<file path="src/rtl/touch_pkg.sv">
// Shared types and default tuning for the touch-panel position filter.
package touch_pkg;

    localparam int COORD_W = 12;
    localparam int FLAG_W  = 8;

    localparam int AVG_LOG2_DEF   = 2;
    localparam int JUMP_MAX_DEF   = 200;
    localparam int TOUCH_CNT_DEF  = 2;
    localparam int LOST_CNT_DEF   = 3;
    localparam int REJECT_MAX_DEF = 3;

    typedef enum logic [1:0] {
        ST_IDLE    = 2'd0,
        ST_ACQUIRE = 2'd1,
        ST_TRACK   = 2'd2
    } state_e;

    // Magnitude of a - b evaluated as a 13-bit signed difference.
    function automatic logic [COORD_W:0] abs_diff(input logic [COORD_W-1:0] a,
                                                  input logic [COORD_W-1:0] b);
        logic [COORD_W:0] d;
        d = {1'b0, a} - {1'b0, b};
        abs_diff = d[COORD_W] ? (~d + (COORD_W+1)'(1)) : d;
    endfunction

endpackage

</file>
<file path="src/rtl/touch_avg_axis.sv">
// One axis of the moving average: circular sample buffer, running sum and mean.
// The write pointer comes from the parent so X and Y always share a slot.
module touch_avg_axis
    import touch_pkg::*;
#(
    parameter int AVG_LOG2 = AVG_LOG2_DEF
)
(
    input  logic                clk,
    input  logic                rst,
    input  logic                accept,
    input  logic                preload,
    input  logic [COORD_W-1:0]  sample,
    input  logic [AVG_LOG2-1:0] wp,
    output logic [COORD_W-1:0]  mean
);
    localparam int N     = 1 << AVG_LOG2;
    localparam int SUM_W = COORD_W + AVG_LOG2;

    logic [COORD_W-1:0] buf_q [N];
    logic [COORD_W-1:0] buf_d [N];
    logic [SUM_W-1:0]   sum_q;
    logic [SUM_W-1:0]   sum_d;

    // Buffer and running-sum update for preload or single-slot replacement.
    always_comb begin
        buf_d = buf_q;
        sum_d = sum_q;
        if (preload) begin
            for (int i = 0; i < N; i++) begin
                buf_d[i] = sample;
            end
            sum_d = {sample, {AVG_LOG2{1'b0}}};
        end else if (accept) begin
            buf_d[wp] = sample;
            sum_d     = sum_q - SUM_W'(buf_q[wp]) + SUM_W'(sample);
        end else begin
            buf_d = buf_q;
            sum_d = sum_q;
        end
    end

    // Buffer and sum registers.
    always_ff @(posedge clk) begin
        if (rst) begin
            for (int i = 0; i < N; i++) begin
                buf_q[i] <= {COORD_W{1'b0}};
            end
            sum_q <= {SUM_W{1'b0}};
        end else begin
            buf_q <= buf_d;
            sum_q <= sum_d;
        end
    end

    assign mean = sum_q[SUM_W-1:AVG_LOG2];

endmodule

</file>
<file path="src/rtl/touch_pos_filter.sv">
// Touch frame detect, touch debounce, jump rejection and moving-average position.
// Optional frame watchdog (stale output) is built only with TOUCH_TIMEOUT_EN defined.
module touch_pos_filter
    import touch_pkg::*;
#(
    parameter int AVG_LOG2   = AVG_LOG2_DEF,
    parameter int TOUCH_CNT  = TOUCH_CNT_DEF,
    parameter int LOST_CNT   = LOST_CNT_DEF,
    parameter int JUMP_MAX   = JUMP_MAX_DEF,
    parameter int REJECT_MAX = REJECT_MAX_DEF
`ifdef TOUCH_TIMEOUT_EN
    ,
    parameter int TIMEOUT_CYCLES = 5000000
`endif
)
(
    input  logic               clk,
    input  logic               rst,
    input  logic [COORD_W-1:0] x_in,
    input  logic [COORD_W-1:0] y_in,
    input  logic [FLAG_W-1:0]  touched_in,
    input  logic               frame_valid_in,
    output logic [COORD_W-1:0] pos_x,
    output logic [COORD_W-1:0] pos_y,
    output logic               pos_valid,
    output logic               ball_present,
    output logic [7:0]         reject_cnt,
    output logic               stale
);
    localparam int TC_W = $clog2(TOUCH_CNT + 2);
    localparam int LC_W = $clog2(LOST_CNT + 2);
    localparam int RC_W = $clog2(REJECT_MAX + 2);

    logic               valid_q, valid_d;
    logic               smp_go_q, smp_go_d;
    logic               upd_go_q, upd_go_d;
    logic [COORD_W-1:0] x_smp_q, x_smp_d;
    logic [COORD_W-1:0] y_smp_q, y_smp_d;
    logic               touch_smp_q, touch_smp_d;
    state_e             state_q, state_d;
    logic [TC_W-1:0]    tcnt_q, tcnt_d;
    logic [LC_W-1:0]    lcnt_q, lcnt_d;
    logic [RC_W-1:0]    rcnt_q, rcnt_d;
    logic [AVG_LOG2-1:0] wp_q, wp_d;
    logic [7:0]         reject_cnt_q, reject_cnt_d;
    logic               pos_valid_q, pos_valid_d;
    logic               present_q, present_d;

    logic               frame_edge_s;
    logic               in_range_s;
    logic               accept_s;
    logic               preload_s;
    logic               reject_s;
    logic               tmo_hit_s;
    logic [COORD_W-1:0] mean_x_s;
    logic [COORD_W-1:0] mean_y_s;

    // Edge detect and the two-stage frame pipeline; coordinates settle one cycle after the edge.
    always_comb begin
        valid_d      = frame_valid_in;
        frame_edge_s = frame_valid_in & ~valid_q;
        smp_go_d     = frame_edge_s & ~smp_go_q & ~upd_go_q;
        upd_go_d     = smp_go_q;
        if (smp_go_q) begin
            x_smp_d     = x_in;
            y_smp_d     = y_in;
            touch_smp_d = |touched_in;
        end else begin
            x_smp_d     = x_smp_q;
            y_smp_d     = y_smp_q;
            touch_smp_d = touch_smp_q;
        end
    end

    // Jump check against the current mean on both axes.
    always_comb begin
        in_range_s = (abs_diff(x_smp_q, mean_x_s) <= (COORD_W+1)'(JUMP_MAX)) &&
                     (abs_diff(y_smp_q, mean_y_s) <= (COORD_W+1)'(JUMP_MAX));
    end

    // FSM next state and frame counters.
    always_comb begin
        state_d = state_q;
        tcnt_d  = tcnt_q;
        lcnt_d  = lcnt_q;
        rcnt_d  = rcnt_q;
        if (tmo_hit_s) begin
            state_d = ST_IDLE;
            tcnt_d  = TC_W'(0);
            lcnt_d  = LC_W'(0);
            rcnt_d  = RC_W'(0);
        end else if (upd_go_q) begin
            case (state_q)
                ST_IDLE: begin
                    if (touch_smp_q) begin
                        tcnt_d  = TC_W'(1);
                        state_d = (TOUCH_CNT == 1) ? ST_TRACK : ST_ACQUIRE;
                    end else begin
                        state_d = ST_IDLE;
                    end
                end
                ST_ACQUIRE: begin
                    if (touch_smp_q) begin
                        tcnt_d  = tcnt_q + TC_W'(1);
                        state_d = (tcnt_q + TC_W'(1) == TC_W'(TOUCH_CNT)) ? ST_TRACK : ST_ACQUIRE;
                    end else begin
                        tcnt_d  = TC_W'(0);
                        state_d = ST_IDLE;
                    end
                end
                ST_TRACK: begin
                    if (touch_smp_q) begin
                        lcnt_d = LC_W'(0);
                        rcnt_d = (!in_range_s && rcnt_q < RC_W'(REJECT_MAX)) ?
                                 rcnt_q + RC_W'(1) : RC_W'(0);
                    end else if (lcnt_q == LC_W'(LOST_CNT - 1)) begin
                        state_d = ST_IDLE;
                        lcnt_d  = LC_W'(0);
                        rcnt_d  = RC_W'(0);
                    end else begin
                        lcnt_d = lcnt_q + LC_W'(1);
                    end
                end
                default: begin
                    state_d = ST_IDLE;
                    tcnt_d  = TC_W'(0);
                    lcnt_d  = LC_W'(0);
                    rcnt_d  = RC_W'(0);
                end
            endcase
        end else begin
            state_d = state_q;
        end
    end

    // FSM outputs: buffer commands, strobe, reject counter and write pointer.
    always_comb begin
        accept_s  = 1'b0;
        preload_s = 1'b0;
        reject_s  = 1'b0;
        if (upd_go_q && !tmo_hit_s && touch_smp_q) begin
            case (state_q)
                ST_IDLE:    preload_s = 1'b1;
                ST_ACQUIRE: accept_s  = 1'b1;
                ST_TRACK: begin
                    accept_s  = in_range_s;
                    reject_s  = !in_range_s && (rcnt_q < RC_W'(REJECT_MAX));
                    preload_s = !in_range_s && !(rcnt_q < RC_W'(REJECT_MAX));
                end
                default:    accept_s  = 1'b0;
            endcase
        end else begin
            accept_s = 1'b0;
        end
        pos_valid_d  = accept_s | preload_s;
        present_d    = (state_d == ST_TRACK);
        reject_cnt_d = (reject_s && reject_cnt_q != 8'hFF) ? reject_cnt_q + 8'd1 : reject_cnt_q;
        if (preload_s) begin
            wp_d = AVG_LOG2'(0);
        end else if (accept_s) begin
            wp_d = wp_q + AVG_LOG2'(1);
        end else begin
            wp_d = wp_q;
        end
    end

    // Control and status registers.
    always_ff @(posedge clk) begin
        if (rst) begin
            valid_q      <= 1'b1;
            smp_go_q     <= 1'b0;
            upd_go_q     <= 1'b0;
            x_smp_q      <= {COORD_W{1'b0}};
            y_smp_q      <= {COORD_W{1'b0}};
            touch_smp_q  <= 1'b0;
            state_q      <= ST_IDLE;
            tcnt_q       <= TC_W'(0);
            lcnt_q       <= LC_W'(0);
            rcnt_q       <= RC_W'(0);
            wp_q         <= AVG_LOG2'(0);
            reject_cnt_q <= 8'd0;
            pos_valid_q  <= 1'b0;
            present_q    <= 1'b0;
        end else begin
            valid_q      <= valid_d;
            smp_go_q     <= smp_go_d;
            upd_go_q     <= upd_go_d;
            x_smp_q      <= x_smp_d;
            y_smp_q      <= y_smp_d;
            touch_smp_q  <= touch_smp_d;
            state_q      <= state_d;
            tcnt_q       <= tcnt_d;
            lcnt_q       <= lcnt_d;
            rcnt_q       <= rcnt_d;
            wp_q         <= wp_d;
            reject_cnt_q <= reject_cnt_d;
            pos_valid_q  <= pos_valid_d;
            present_q    <= present_d;
        end
    end

`ifdef TOUCH_TIMEOUT_EN
    localparam int TMO_W = $clog2(TIMEOUT_CYCLES + 1);

    logic [TMO_W-1:0] tmo_cnt_q, tmo_cnt_d;
    logic             stale_q, stale_d;

    // Watchdog: cycles since the last frame edge, saturating once expired.
    always_comb begin
        tmo_hit_s = (tmo_cnt_q == TMO_W'(TIMEOUT_CYCLES - 1)) & ~frame_edge_s;
        if (frame_edge_s) begin
            tmo_cnt_d = TMO_W'(0);
            stale_d   = 1'b0;
        end else begin
            tmo_cnt_d = (tmo_cnt_q == TMO_W'(TIMEOUT_CYCLES)) ? tmo_cnt_q : tmo_cnt_q + TMO_W'(1);
            stale_d   = stale_q | tmo_hit_s;
        end
    end

    // Watchdog registers.
    always_ff @(posedge clk) begin
        if (rst) begin
            tmo_cnt_q <= TMO_W'(0);
            stale_q   <= 1'b0;
        end else begin
            tmo_cnt_q <= tmo_cnt_d;
            stale_q   <= stale_d;
        end
    end

    assign stale = stale_q;
`else
    assign tmo_hit_s = 1'b0;
    assign stale     = 1'b0;
`endif

    touch_avg_axis #(.AVG_LOG2(AVG_LOG2)) u_avg_x (
        .clk     (clk),
        .rst     (rst),
        .accept  (accept_s),
        .preload (preload_s),
        .sample  (x_smp_q),
        .wp      (wp_q),
        .mean    (mean_x_s)
    );

    touch_avg_axis #(.AVG_LOG2(AVG_LOG2)) u_avg_y (
        .clk     (clk),
        .rst     (rst),
        .accept  (accept_s),
        .preload (preload_s),
        .sample  (y_smp_q),
        .wp      (wp_q),
        .mean    (mean_y_s)
    );

    assign pos_x        = mean_x_s;
    assign pos_y        = mean_y_s;
    assign pos_valid    = pos_valid_q;
    assign ball_present = present_q;
    assign reject_cnt   = reject_cnt_q;

endmodule

</file>
<file path="config.mk">
export PLATFORM = sky130hd
export DESIGN_NAME = touch_pos_filter
export DESIGN_NICKNAME = d
export VERILOG_FILES = /design/src/rtl/touch_pkg.sv /design/src/rtl/touch_avg_axis.sv /design/src/rtl/touch_pos_filter.sv
export SDC_FILE = /design/constraint.sdc
export NUM_CORES = 1
export LEC_CHECK = 0
export CAP_MARGIN = 40
export CORE_MARGIN = 1
export CORE_UTILIZATION = 40
export DETAILED_ROUTE_END_ITERATION = 10
export GPL_ROUTABILITY_DRIVEN = 1
export PLACE_DENSITY = 0.67
export SLEW_MARGIN = 20
export SYNTH_ARGS = -nofsm -noshare
export SYNTH_HDL_FRONTEND = slang
export SYNTH_SLANG_ARGS = --single-unit
</file>
<file path="constraint.sdc">
create_clock -name clk -period 13 [get_ports clk]
set_clock_uncertainty 0.15 [all_clocks]
set_input_delay 3.25 -clock clk [delete_from_list [all_inputs] [get_ports clk]]
set_output_delay 3.25 -clock clk [all_outputs]
set_load 0.005 [all_outputs]
</file>
==> results.json, run 1 <==
{
  "dieHeight_um": 171,
  "portBuffers": 68,
  "synth.area.top_cells": "dfxtp_1, mux2i_1, nand2b_1, ha_1, mux4_2",
  "postSynthCellCount": 1229,
  "start_util": 0.408,
  "post_drt_wl_per_cell_um": 15.9,
  "cpLargestDelayFamily": "compound AO/OA/AOI/OAI gates",
  "fin_util": 0.459,
  "grt_util_all_layers": 0.186,
  "die_area_sq_um": 29200,
  "cts_setup_buffers": 0,
  "maxCapViolCount": 0,
  "first_iter_violations": 419,
  "drive_above_1_share": 0.0855,
  "ys_seq_area_frac": 0.305,
  "path_max_fanout": 31,
  "cp.arrival_ns": 5.27,
  "critPathCaptureType": "register",
  "cp_slowest_cell": "a221o_2",
  "finalNonFillerCells": 1641,
  "ir_drop_mv": 0.0910,
  "placedCellCount": 1608,
  "cts_tree": "done",
  "vias_per_cell": 5.21,
  "r2r_start": "x_smp_q[0]",
  "max_stage_delay_ns": 0.52,
  "ys_types": 82,
  "synth_area_per_cell_sq_um": 9.28,
  "r2r_slack_ns": 7.95,
  "worst_pin_slew_ns": 0.793,
  "fmax_mhz": 198,
  "drt_wl_total_um": 26200,
  "clockBufferDepth": 2,
  "final_hold_viol_count": 0,
  "layout_worst_path_cycle_share": 0.389,
  "ant_nets": 0,
  "maxSlewHeadroom": 0.471,
  "dr.pass1.iters": 6,
  "synth_top_area_cell": "dfxtp_1",
  "cts_root_buf": "clkbuf_16",
  "hold_path_end": "smp_go_q",
  "ys_ff_latch": 174,
  "diodes": 0,
  "antenna_found_initial": 0,
  "rows": 61,
  "synth_top_area_share": 0.305,
  "cp_common_cell": "a31oi_1",
  "ctsHtreeMaxLevel": 4,
  "cts_resized": 0,
  "cts_num_sinks": 174,
  "synth_edf_count": 0,
  "nFillCells": 2649,
  "gp_congestion": 0.830,
  "required_ns": 13.22,
  "nets": 1374,
  "grt_max_degree": 103,
  "worstHoldStart": "valid_q",
  "reg2reg_to": "u_avg_x.buf_q[28]",
  "grt_overflow": 0,
  "coreArea_sq_um": 27900,
  "clock_latency_ns": 0.44,
  "vias": 8552,
  "pin_count": 70,
  "die_w_um": 171,
  "worstSetupPathType": "register to register",
  "period_minus_slack_ns": 5.05,
  "crit_path_start_kind": "register",
  "yosys_warnings": 0,
  "reg2regPathDepth": 17,
  "hpwl_um": 19000,
  "cp_num_buf_inv": 4,
  "multiInputGateArea_sq_um": 6940,
  "numCtsBuffers": 17,
  "finalMaxSlewViolations": 0,
  "holdCritPathClass": "register to register",
  "leakage_nw": 5.36,
  "syn-num-nets": 1353,
  "ys.flop_type": "dfxtp_1",
  "ctsHoldBuffers": 0,
  "grt_pass1_wl_um": 43100,
  "setup_tns_ns": 0,
  "synthesis.area_sq_um": 11400,
  "whs_path_depth": 1,
  "rsz0062_at_grt": "no",
  "grt_pass1_vias": 8501,
  "status": "finished, final reports clean",
  "synthToLayoutAreaGrowth_pct": 12.3,
  "cts.clk_slew.worst_paths_ns": 0.08,
  "setup_violations": 0,
  "ff_latch_area_sq_um": 3490,
  "synthArstFlopShare": 0,
  "p_per_area_nw_per_um2": 94.2,
  "post-route-drc-count": 0,
  "path_cells": "inv_1, ha_1, inv_1, fa_1, a21o_1, a211oi_1, a31oi_1, a311o_1, a41oi_1, a31oi_1, a31oi_1, nand3_1, a221o_2, buf_12, a21oi_4, buf_4, mux2i_1"
}
routing by layer:
| layer | part of all wire | vias to the layer above | GRT usage |
|---|---|---|---|
| met5 | 0 | - | 0 |
| met2 | 0.48 | 133 | 0.324 |
| met4 | 0.017 | 0 | 0.0520 |
| met3 | 0.036 | 25 | 0.0305 |
| li1 | - | 4251 | - |
| met1 | 0.46 | 4143 | 0.237 |
state kept, by name, summed over array words and instances (netlist names):
signal and count:
u_avg_x.buf_q 48, u_avg_y.buf_q 48, u_avg_x.sum_q 14, u_avg_y.sum_q 14
x_smp_q 12, y_smp_q 12, reject_cnt 8, lcnt_q 3
rcnt_q 3, state_q 2, tcnt_q 2, wp_q 2
ball_present 1, pos_valid 1, smp_go_q 1, touch_smp_q 1
upd_go_q 1, valid_q 1
placed cells by master, fill, tap and decap left out, types with 11 or more instances in the layout:
| cell type | n |
|---|---|
| a21o_1 | 13 |
| a21oi_1 | 58 |
| a221oi_1 | 22 |
| buf_4 | 11 |
| clkbuf_16 | 17 |
| clkdlybuf4s50_1 | 67 |
| dfxtp_1 | 172 |
| fa_1 | 26 |
| ha_1 | 63 |
| inv_1 | 127 |
| mux2i_1 | 124 |
| mux4_2 | 24 |
| nand2_1 | 47 |
| nand2b_1 | 130 |
| nand3_1 | 18 |
| nor2_1 | 76 |
| nor2b_1 | 15 |
| nor3_1 | 11 |
| o21ai_0 | 22 |
| xnor2_1 | 26 |
| xor2_1 | 14 |
power by group:
group	switching (mW)	internal, mW
registers	0.00418	0.535
logic	0.0803	0.0707
clock network	0.257	0.260
kinds of logic (layout without fill, tap and decap cells):
family / after synthesis / in the layout / synth area share
other: 1 / 1 / 0.000329
buffers and inverters: 207 / 241 / 0.0863
multiplexers: 154 / 154 / 0.162
adder cells (fa/ha/maj): 89 / 89 / 0.115
XOR/XNOR: 41 / 41 / 0.0321
AO/OA/AOI/OAI: 202 / 202 / 0.125
AND/OR/NAND/NOR: 361 / 361 / 0.174
flip-flops: 174 / 174 / 0.305
synthesized netlist by cell type (4+ instances only):
cell / number
a31oi_1: 10
o21ai_0: 22
buf_1: 4
mux2_2: 6
nor2_1: 76
inv_1: 127
ha_1: 63
and3_1: 9
a211oi_1: 7
a21oi_1: 58
clkbuf_1: 35
a21o_1: 13
and2_1: 5
buf_12: 4
o21a_1: 7
a221oi_1: 22
fa_1: 26
nand2b_1: 130
nor2b_1: 15
nor4_1: 4
nand2_1: 47
mux4_2: 24
a21oi_4: 4
dfxtp_1: 174
o21bai_1: 4
nand4_1: 6
buf_4: 31
or3_1: 5
xor2_1: 14
xnor2_1: 26
a21boi_0: 4
or2_2: 5
mux2i_1: 124
nand3b_1: 8
nor3_1: 11
o21ai_1: 10
nor3b_1: 7
nand3_1: 18
worst max path at each step:
stage               slack (ns)  startpoint                 to  depth (start not counted)
finish                    7.95  x_smp_q[0]  u_avg_x.buf_q[28]                         17
global route              7.64  y_smp_q[0]  u_avg_y.buf_q[25]                         16
CTS                       7.92  x_smp_q[0]  u_avg_y.buf_q[16]                         17
detailed placement        7.57         rst      reject_cnt[2]                          5
global placement          7.57         rst      reject_cnt[2]                          5
floorplan                 8.39     wp_q[0]  u_avg_x.sum_q[12]                         17
stage by stage:
step	power [mW]	hold slack [ns]	setup WS (ns)	area, sq um
floorplan	0.662	0.223	8.39	11400
global placement	0.698	0.223	7.57	12100
detailed placement	0.701	0.239	7.57	12200
CTS	1.21	0.247	7.92	12800
global route	1.25	0.260	7.64	12800
finish	1.21	0.242	7.95	12800
layout make-up:
cell class              count  share of cell area
multi-input cells         848               0.542
flip-flops and latches    174               0.272
repair buffers             82              0.0662
inverters                 127              0.0372
well taps                 378              0.0369
clock buffers              17              0.0332
clock inverters            15              0.0125
(Power assumes the default switching activity.)
==> inputs of run 2 (changes only) <==
- PLACE_DENSITY: 0.67 -> 0.7
- clock period: 13 -> 4.45 ns (I/O delays scaled with it)
==> run 2 against run 1 <==
Compared with the run above:
- worst setup slack worse by 7.7 ns
- clock-buffer cell count rose by 1
- final cell count rose by 1.2%
- largest cell class unchanged
==> results.json, run 2 (same netlist as run 1, synthesis figures left out) <==
{
  "die_area_sq_um": 29200,
  "grt_pass1_vias": 8665,
  "final_common_cell": "dfxtp_1",
  "hpwl_um": 19500,
  "holdWs_ns": 0.246,
  "required_ns": 4.65,
  "reg2reg_to": "u_avg_y.buf_q[28]",
  "nFillCells": 2589,
  "period_minus_slack_ns": 4.25,
  "cp.arrival_ns": 4.44,
  "rsz0062_at_grt": "no",
  "start_util": 0.408,
  "layout_common_cells": "dfxtp_1, nand2b_1, inv_1, mux2i_1, nor2_1",
  "setup_violations": 0,
  "final_hold_viol_count": 0,
  "r2r_slack_ns": 0.20,
  "critPathCaptureType": "register",
  "status": "finished, final reports clean",
  "synthToLayoutAreaGrowth_pct": 14.3,
  "layout_worst_path_cycle_share": 0.954,
  "gp_congestion": 0.860,
  "ctsHtreeMaxLevel": 4,
  "placedCellCount": 1625,
  "cts_tree": "done",
  "worst_pin_slew_ns": 0.779,
  "finalNonFillerCells": 1661,
  "clock_latency_ns": 0.44,
  "fin_util": 0.467,
  "grt_pass1_wl_um": 43600,
  "p_per_area_nw_per_um2": 272,
  "post-route-drc-count": 0,
  "ir_drop_mv": 0.164,
  "reg2regPathDepth": 16,
  "grt_util_all_layers": 0.189,
  "grt_overflow": 0,
  "worstSetupPathType": "register to register",
  "crit_path_start_kind": "register",
  "leakage_nw": 5.49,
  "numCtsBuffers": 17,
  "cts_num_sinks": 174,
  "vias_per_cell": 5.25,
  "cts_root_buf": "clkbuf_16",
  "diodes": 0,
  "die_w_um": 171,
  "ctsHoldBuffers": 0,
  "maxSlewHeadroom": 0.480,
  "fmax_mhz": 235,
  "worstHoldStart": "valid_q",
  "whs_path_depth": 1,
  "grt_max_degree": 78,
  "cts.clk_slew.worst_paths_ns": 0.07,
  "post_drt_wl_per_cell_um": 16.4,
  "nets": 1394,
  "r2r_start": "x_smp_q[0]",
  "clockBufferDepth": 2,
  "p_total_mw": 3.54,
  "pin_count": 70,
  "dieHeight_um": 171,
  "drt_wl_total_um": 27200,
  "finalMaxSlewViolations": 0,
  "top_regs": "u_avg_x.buf_q: 48 flops, u_avg_y.buf_q: 48 flops",
  "first_iter_violations": 537,
  "coreArea_sq_um": 27900,
  "path_max_fanout": 24,
  "rows": 61,
  "drive_above_1_share": 0.102,
  "portBuffers": 68,
  "ant_nets": 0,
  "hold_path_end": "smp_go_q",
  "setup_tns_ns": 0,
  "maxCapViolCount": 0,
  "antenna_found_initial": 0,
  "holdCritPathClass": "register to register",
  "dr.pass1.iters": 5,
  "vias": 8726
}
-- run 2: changes by cell type in the layout (fill, tap and decap cells not counted), moves of 2 or more --
cell | before | now
a21boi_0 | 4 | 2
a21boi_1 | 0 | 2
buf_12 | 2 | 6
buf_4 | 11 | 26
clkinv_8 | 2 | 4
inv_8 | 7 | 5
-- run 2: per-stage QoR --
stage | setup slack, ns | area, sq um
after global placement | 0.276 | 12300
after detailed placement | 0.163 | 12400
after floorplan | 0.0348 | 11400
final | 0.204 | 13000
after CTS | 0.0746 | 13000
after global routing | 0.00810 | 13000
-- run 2: worst max path at each step --
stage,from,to,slack [ns]
final,x_smp_q[0],u_avg_y.buf_q[28],0.20
after global routing,y_smp_q[0],u_avg_y.sum_q[4],0.008
after CTS,u_avg_x.sum_q[2],u_avg_y.buf_q[28],0.07
after detailed placement,x_smp_q[0],u_avg_y.buf_q[11],0.16
after global placement,wp_q[0],u_avg_y.sum_q[12],0.28
after floorplan,wp_q[0],u_avg_x.sum_q[12],0.03
-- run 2: critical path, cell delays in order (launching register included) --
cell      delay, ns
dfxtp_1        0.35
inv_1          0.12
ha_1           0.17
inv_1          0.05
fa_2           0.38
a211oi_2       0.25
nor2_1         0.13
o31ai_2        0.34
nor3_1         0.10
nor3_2         0.20
mux2i_1        0.18
a311oi_2       0.38
nand3_2        0.18
a221o_4        0.49
a21oi_4        0.17
buf_12         0.25
mux2i_1        0.26
-- run 2: layout make-up --
cell class                      instances  area [sq um]  area share
Tap cell                              378           473      0.0363
Multi-Input combinational cell        849          6970       0.534
Clock inverter                         14           165      0.0127
Sequential cell                       174          3490       0.268
Timing Repair Buffer                  101          1040      0.0796
Inverter                              127           477      0.0366
Clock buffer                           18           429      0.0329
-- run 2: routing by layer --
metal  vias to the layer above  global-route usage  routed length (um)
met5                         -                   0                   0
met4                         0              0.0567                 498
met3                        26              0.0275                 897
met2                       131               0.326               13100
met1                      4266               0.242               12700
li1                       4303                   -                   -
-- run 2: report_power, final --
group	total [mW]	internal (mW)	switching (mW)
logic	0.449	0.211	0.238
registers	1.57	1.56	0.0119
clock network	1.52	0.762	0.759
-- run 2: what timing repair did --
| item | CTS | global route |
|---|---|---|
| setup endpoints to repair | 0 | 109 |
| resized for setup | 0 | 8 |
| buffers inserted | 0 | 2 |
